`src/rtl/calc_pkg.sv`:
```
// Shared calculator definitions: key token codes, ALU opcodes and controller states.
// Also used by the ALU and the button scanner.
package calc_pkg;

    localparam logic [4:0] TOK_AC  = 5'b10000;
    localparam logic [4:0] TOK_ADD = 5'b10001;
    localparam logic [4:0] TOK_SUB = 5'b10010;
    localparam logic [4:0] TOK_MUL = 5'b10011;
    localparam logic [4:0] TOK_DIV = 5'b10100;
    localparam logic [4:0] TOK_EQ  = 5'b10101;

    typedef enum logic [1:0] {
        ALU_ADD = 2'b00,
        ALU_SUB = 2'b01,
        ALU_MUL = 2'b10,
        ALU_DIV = 2'b11
    } alu_op_e;

    typedef enum logic [2:0] {
        ST_ENTRY_A,
        ST_OP_PEND,
        ST_ENTRY_B,
        ST_RESULT,
        ST_ISSUE,
        ST_WAIT_RES,
        ST_ERROR
    } ctrl_state_e;

    function automatic logic tok_is_digit(input logic [4:0] tok);
        return !tok[4];
    endfunction

    function automatic logic tok_is_arith(input logic [4:0] tok);
        return (tok >= TOK_ADD) && (tok <= TOK_DIV);
    endfunction

    // Arithmetic tokens are consecutive codes, so the opcode is the offset from TOK_ADD.
    function automatic alu_op_e tok_to_op(input logic [4:0] tok);
        logic [2:0] idx;
        idx = tok[2:0] - 3'd1;
        return alu_op_e'(idx[1:0]);
    endfunction

endpackage

```
`src/rtl/calc_operand_reg.sv`:
```
// WIDTH-bit operand register with clear, parallel load and hex digit shift-in.
// Priority: clear > load > shift.
module calc_operand_reg #(
    parameter int WIDTH = 16
) (
    input  logic             clk,
    input  logic             rst,
    input  logic             clr_i,
    input  logic             load_i,
    input  logic [WIDTH-1:0] load_val_i,
    input  logic             shift_i,
    input  logic [3:0]       digit_i,
    output logic [WIDTH-1:0] val_o
);

    logic [WIDTH-1:0] val_q;
    logic [WIDTH-1:0] val_d;

    always_comb begin
        val_d = val_q;
        if (clr_i) begin
            val_d = '0;
        end else if (load_i) begin
            val_d = load_val_i;
        end else if (shift_i) begin
            val_d = {val_q[WIDTH-5:0], digit_i};
        end
    end

    always_ff @(posedge clk or posedge rst) begin
        if (rst) begin
            val_q <= '0;
        end else begin
            val_q <= val_d;
        end
    end

    assign val_o = val_q;

endmodule

```
`src/rtl/calc_controller.sv`:
```
// Calculator sequencer: assembles hex operands from key tokens, issues ALU requests
// and drives the display value / error flag.
//
// state       | meaning
// ENTRY_A     | typing the first operand (accumulator)
// OP_PEND     | operator chosen, waiting for first digit of B
// ENTRY_B     | typing the second operand
// RESULT      | last result shown; digit starts a new entry
// ISSUE       | ALU request held until accepted
// WAIT_RES    | waiting for the ALU result
// ERROR       | ALU reported an error; only AC leaves
module calc_controller
    import calc_pkg::*;
#(
    parameter int WIDTH = 16
) (
    input  logic             clk,
    input  logic             rst,
    input  logic [4:0]       i_tok_data,
    input  logic             i_tok_valid,
    output logic             o_tok_ready,
    output logic             o_alu_valid,
    input  logic             i_alu_ready,
    output logic [WIDTH-1:0] o_alu_a,
    output logic [WIDTH-1:0] o_alu_b,
    output logic [1:0]       o_alu_op,
    input  logic             i_res_valid,
    output logic             o_res_ready,
    input  logic [WIDTH-1:0] i_res_data,
    input  logic             i_res_err,
    output logic [WIDTH-1:0] o_disp_value,
    output logic             o_disp_err,
    output logic             o_disp_update
);

    ctrl_state_e      state_q, state_d;
    alu_op_e          pend_op_q, pend_op_d;
    alu_op_e          chain_op_q, chain_op_d;
    logic             chain_q, chain_d;
    logic [WIDTH-1:0] disp_last_q;
    logic             err_last_q;

    logic             a_clr, a_load, a_shift;
    logic [WIDTH-1:0] a_load_val;
    logic             b_clr, b_load, b_shift;
    logic [WIDTH-1:0] a_val, b_val;

    logic             tok_fire;
    logic             is_digit, is_arith, is_eq, is_ac;
    logic [WIDTH-1:0] digit_ext;

    assign tok_fire  = i_tok_valid && o_tok_ready;
    assign is_digit  = tok_is_digit(i_tok_data);
    assign is_arith  = tok_is_arith(i_tok_data);
    assign is_eq     = (i_tok_data == TOK_EQ);
    assign is_ac     = (i_tok_data == TOK_AC);
    assign digit_ext = {{(WIDTH-4){1'b0}}, i_tok_data[3:0]};

    always_comb begin
        state_d    = state_q;
        pend_op_d  = pend_op_q;
        chain_op_d = chain_op_q;
        chain_d    = chain_q;
        a_clr      = 1'b0;
        a_load     = 1'b0;
        a_load_val = digit_ext;
        a_shift    = 1'b0;
        b_clr      = 1'b0;
        b_load     = 1'b0;
        b_shift    = 1'b0;

        if (tok_fire && is_ac) begin
            a_clr   = 1'b1;
            b_clr   = 1'b1;
            state_d = ST_ENTRY_A;
        end else begin
            unique case (state_q)
                ST_ENTRY_A: begin
                    if (tok_fire && is_digit) begin
                        a_shift = 1'b1;
                    end else if (tok_fire && is_arith) begin
                        pend_op_d = tok_to_op(i_tok_data);
                        state_d   = ST_OP_PEND;
                    end
                end
                ST_OP_PEND: begin
                    if (tok_fire && is_arith) begin
                        pend_op_d = tok_to_op(i_tok_data);
                    end else if (tok_fire && is_digit) begin
                        b_load  = 1'b1;
                        state_d = ST_ENTRY_B;
                    end
                end
                ST_ENTRY_B: begin
                    if (tok_fire && is_digit) begin
                        b_shift = 1'b1;
                    end else if (tok_fire && is_eq) begin
                        chain_d = 1'b0;
                        state_d = ST_ISSUE;
                    end else if (tok_fire && is_arith) begin
                        chain_op_d = tok_to_op(i_tok_data);
                        chain_d    = 1'b1;
                        state_d    = ST_ISSUE;
                    end
                end
                ST_RESULT: begin
                    if (tok_fire && is_digit) begin
                        a_load  = 1'b1;
                        state_d = ST_ENTRY_A;
                    end else if (tok_fire && is_arith) begin
                        pend_op_d = tok_to_op(i_tok_data);
                        state_d   = ST_OP_PEND;
                    end
                end
                ST_ISSUE: begin
                    if (i_alu_ready) begin
                        state_d = ST_WAIT_RES;
                    end
                end
                ST_WAIT_RES: begin
                    if (i_res_valid) begin
                        if (i_res_err) begin
                            state_d = ST_ERROR;
                        end else begin
                            a_load     = 1'b1;
                            a_load_val = i_res_data;
                            if (chain_q) begin
                                pend_op_d = chain_op_q;
                                state_d   = ST_OP_PEND;
                            end else begin
                                state_d = ST_RESULT;
                            end
                        end
                    end
                end
                ST_ERROR: begin
                end
                default: begin
                    state_d = ST_ENTRY_A;
                end
            endcase
        end
    end

    always_ff @(posedge clk or posedge rst) begin
        if (rst) begin
            state_q     <= ST_ENTRY_A;
            pend_op_q   <= ALU_ADD;
            chain_op_q  <= ALU_ADD;
            chain_q     <= 1'b0;
            disp_last_q <= '0;
            err_last_q  <= 1'b0;
        end else begin
            state_q     <= state_d;
            pend_op_q   <= pend_op_d;
            chain_op_q  <= chain_op_d;
            chain_q     <= chain_d;
            disp_last_q <= o_disp_value;
            err_last_q  <= o_disp_err;
        end
    end

    calc_operand_reg #(.WIDTH(WIDTH)) u_reg_a (
        .clk        (clk),
        .rst        (rst),
        .clr_i      (a_clr),
        .load_i     (a_load),
        .load_val_i (a_load_val),
        .shift_i    (a_shift),
        .digit_i    (i_tok_data[3:0]),
        .val_o      (a_val)
    );

    calc_operand_reg #(.WIDTH(WIDTH)) u_reg_b (
        .clr_i      (b_clr),
        .clk        (clk),
        .rst        (rst),
        .load_i     (b_load),
        .load_val_i (digit_ext),
        .shift_i    (b_shift),
        .digit_i    (i_tok_data[3:0]),
        .val_o      (b_val)
    );

    assign o_tok_ready  = (state_q != ST_ISSUE) && (state_q != ST_WAIT_RES);
    assign o_alu_valid  = (state_q == ST_ISSUE);
    assign o_res_ready  = (state_q == ST_WAIT_RES);
    assign o_alu_a      = a_val;
    assign o_alu_b      = b_val;
    assign o_alu_op     = pend_op_q;
    assign o_disp_value = (state_q == ST_ENTRY_B) ? b_val : a_val;
    assign o_disp_err   = (state_q == ST_ERROR);
    // Pulse whenever the shown value or flag differs from what was shown last cycle.
    assign o_disp_update = (o_disp_value != disp_last_q) || (o_disp_err != err_last_q);

endmodule

```
`config.mk`:
```
export PLATFORM = sky130hd
export DESIGN_NAME = calc_controller
export DESIGN_NICKNAME = d
export VERILOG_FILES = /design/src/rtl/calc_pkg.sv /design/src/rtl/calc_operand_reg.sv /design/src/rtl/calc_controller.sv
export SDC_FILE = /design/constraint.sdc
export NUM_CORES = 1
export LEC_CHECK = 0
export BUFFER_PORTS_ARGS = -buffer_cell sky130_fd_sc_hd__buf_4
export CORE_UTILIZATION = 55
export CTS_BUF_LIST = sky130_fd_sc_hd__clkbuf_8
export CTS_CLUSTER_SIZE = 28
export DETAILED_ROUTE_END_ITERATION = 10
export GPL_TIMING_DRIVEN = 0
export HOLD_SLACK_MARGIN = 0.15
export PLACE_DENSITY = 0.83
export SLEW_MARGIN = 10
export SYNTH_ARGS = -nofsm -noshare
export SYNTH_HDL_FRONTEND = slang
export SYNTH_SLANG_ARGS = --single-unit
```
`constraint.sdc`:
```
create_clock -name clk -period 2.3 [get_ports clk]
set_input_delay 0.23 -clock clk [delete_from_list [all_inputs] [get_ports clk]]
set_output_delay 0.23 -clock clk [all_outputs]
set_load 0.02 [all_outputs]
```
==> summary.txt <==
Outcome
  • Status: finished with violations
  • Failing checks: setup timing

Cells and area
  • Design Area, Final: ~0.0043 mm²
  • Most frequent cells in the layout: buf_4 (82), dfrtp_1 (57), nand2_1 (40), a21oi_1 (21), inv_1 (17)
  • Layout cell share with drive strength beyond 1: between 30% and 40%
  • Final core occ: about four fifths
  • Area of the multi-input gates: around 0.0016 mm²
  • Sequential standard cell area: between 0.001 and 0.0015 mm²
  • Area Overhead vs Synth: 37.6%
  • Most common cell after layout, fill and taps aside: buf_4
  • ANT cells: 0
  • Nets@finish: 450
  • Layout fillers: about 360

GRT
  • Met1 usage: approximately 46%
  • Largest net degree at the start of global routing: 40
  • Vias in the first global route: 2841
  • Global Route met3 Usage: roughly 5.4%
  • GRT Max-Usage Layer: met2
  • GRT overflow: 0
  • Initial antenna violation count: 0
  • First-pass GRT wire length: around 15 mm
  • GRT Total Usage: between 30% and 40%
  • Met2 usage in global routing: between 40% and 50%

Yosys
  • Number of library cell types mapped by synthesis: 59
  • Post-Syn Instances: between 300 and 400
  • Area leader, netlist: dfrtp_1
  • Synth Flop Type: dfrtp_1
  • Synthesized flop and latch total: 57
  • Syn_nets: between 300 and 400
  • Synthesis warning total: 0
  • Post-Syn Area: approximately 0.0031 mm²
  • Avg Cell Area, Syn: ~10 µm²
  • Post-synth ARST share: between 90% and 100%
  • Top-area cell type share of the netlist area: a little under half
  • Post-synth EDFFs: 0
  • Sequential-to-total area share from yosys stat: a little under half
  • Top cells by area, synth: dfrtp_1 (46%), mux2_2 (6.5%), nand2_1 (4.8%)

STA
  • Max-slew headroom: around 62%
  • Minimum clock period: about 2600 ps
  • Fin Hold WS: approximately 170 ps
  • Final Hold Fails: 0
  • Max Freq: 378 MHz
  • Setup Viol. Count Final: 5
  • Clock skew: between 10 and 15 ps
  • Tightest Pin Transition: around 570 ps
  • Final Cycle Share: 115%
  • RSZ-0062 raised after global routing: true
  • Setup ws final: -343 ps
  • Max-slew violations: 0

Routing
  • Wire length per cell: about 19 µm
  • DRC violations left: 0
  • WL final: 9.46 mm
  • Via/cell ratio: 6.19
  • Final ANT Viol Nets: 0
  • TritonRoute pass-1 iters: 5
  • Vias: 3085
  • Initial DRC Count: 350

Clocking
  • Clock buffer count from CTS: 9
  • Root buffer cell: clkbuf_8
  • Sink Count: 57
  • TritonCTS clock tree: built
  • Reg clk slew, reported paths: approximately 70 ps
  • H-tree depth: 3
  • Clock Latency Late Sink: around 340 ps
  • Clock buffer depth: 2

Worst setup path
  • Critical Path RT: slightly above 2000 ps
  • Critical path class: flop to primary output
  • Worst EP arrival: 2410 ps
  • CP Max Fanout: 7
  • CP Launch Type: flop
  • CP endpoint kind: primary output

Pwr
  • Lkg Pwr: around 2.1 nW
  • Cell area power density: 1410 mW/mm²
  • Power after layout: between 6 and 7 mW
  • VDD IR max: 786 µV

Die
  • Die Area: ~0.006 mm²
  • Starting Density: between 50% and 60%
  • Io pins: 82
  • Rows: 27
  • Die span in x: approximately 77 µm
  • Core area: about 0.0055 mm²
  • Die H: about 77 µm

Placed design
  • Gp weighted congestion: between 0.8 and 0.9
  • Port bufs: 81
  • DP Area: 0.00385 mm²
  • Final HPWL DP: 6.47 mm
  • Worst slack, placed: -378 ps

Run
  • Max Cap Violations: 0

Hold path
  • Hold Path Class: input port to flop
[critical path, stage by stage (launching register included)]
cell and delay (ps):
dfrtp_1 390, buf_6 130, nor3b_4 320, buf_4 180, buf_6 130, nand4_1 80
a21boi_0 160, or4_4 550, buf_6 150
[Yosys cell counts, types with 8 or more instances]
master / number
inv_1: 17
dfrtp_1: 57
nor2_1: 14
nand2b_1: 8
a22o_1: 12
a21oi_1: 21
o21ai_0: 12
clkbuf_1: 11
xor2_1: 13
mux2_2: 18
nand2_1: 40
[cells by family (layout without fill, tap and decap cells)]
family	count (synthesis)	after routing	synth area share [%]
buffers and inverters	32	144	4.40
XOR/XNOR	19	19	5.32
AND/OR/NAND/NOR	97	97	16.4
flip-flops	57	57	45.6
adder cells (fa/ha/maj)	2	2	0.800
AO/OA/AOI/OAI	85	85	19.6
multiplexers	22	22	7.92
[path summary, 6_finish.rpt]
check | startpoint | end | slack (ps) | cells past startpoint
setup / recovery | state_q[0] | o_disp_update | -340 | 8
hold / removal | i_tok_data[3] | u_reg_b.val_o[3] | 170 | 2
setup reg to reg | state_q[2] | state_q[0] | 170 | 5
hold reg to reg | o_alu_op[1] | o_alu_op[1] | 510 | 1
max in group asynchronous | rst | u_reg_b.val_o[2] | 1300 | 4
min in group asynchronous | rst | u_reg_a.val_o[2] | 460 | 3
[power by group]
part	leakage (nW)	total [mW]	switching, mW	internal, mW
Sequential	0.735	1.90	0.503	1.40
Combinational	1.26	3.25	1.67	1.58
Clock	0.0995	0.927	0.406	0.521
[state kept, by name, summed over array words and instances (netlist names)]
name	cells
chain_op_q	2
chain_q	1
disp_last_q	16
err_last_q	1
o_alu_op	2
state_q	3
u_reg_a.val_o	16
u_reg_b.val_o	16
[per-layer routing]
layer | share of wire [%] | up-vias
met2 | 48 | 197
met4 | 1.9 | 0
met3 | 7.9 | 26
li1 | - | 1363
met5 | 0 | -
met1 | 43 | 1499
[per-stage QoR]
stage               setup TNS, ps  cells
finish                       -448    498
global route                 -803    498
CTS                         -1040    489
detailed placement          -1310    468
global placement            -5930    467
floorplan                       0    314
[timing repair]
action,4_1_cts,5_1_grt
setup endpoints to repair,13,16
gates resized for setup,6,36
buffers inserted,4,9
pin swaps,2,1
hold buffers,1,0
endpoints found under the hold margin,18,0
cloned,0,0
[layout make-up]
cell class | instances | area share (%)
plain buffers | 15 | 2.27
clock buffers | 10 | 3.20
clock inverters | 6 | 1.37
inverters | 17 | 1.48
multi-input cells | 225 | 38.3
flip-flops and latches | 57 | 33.1
well taps | 72 | 2.09
repair buffers | 96 | 18.1
Note: power is estimated with default switching activity, not from simulation.
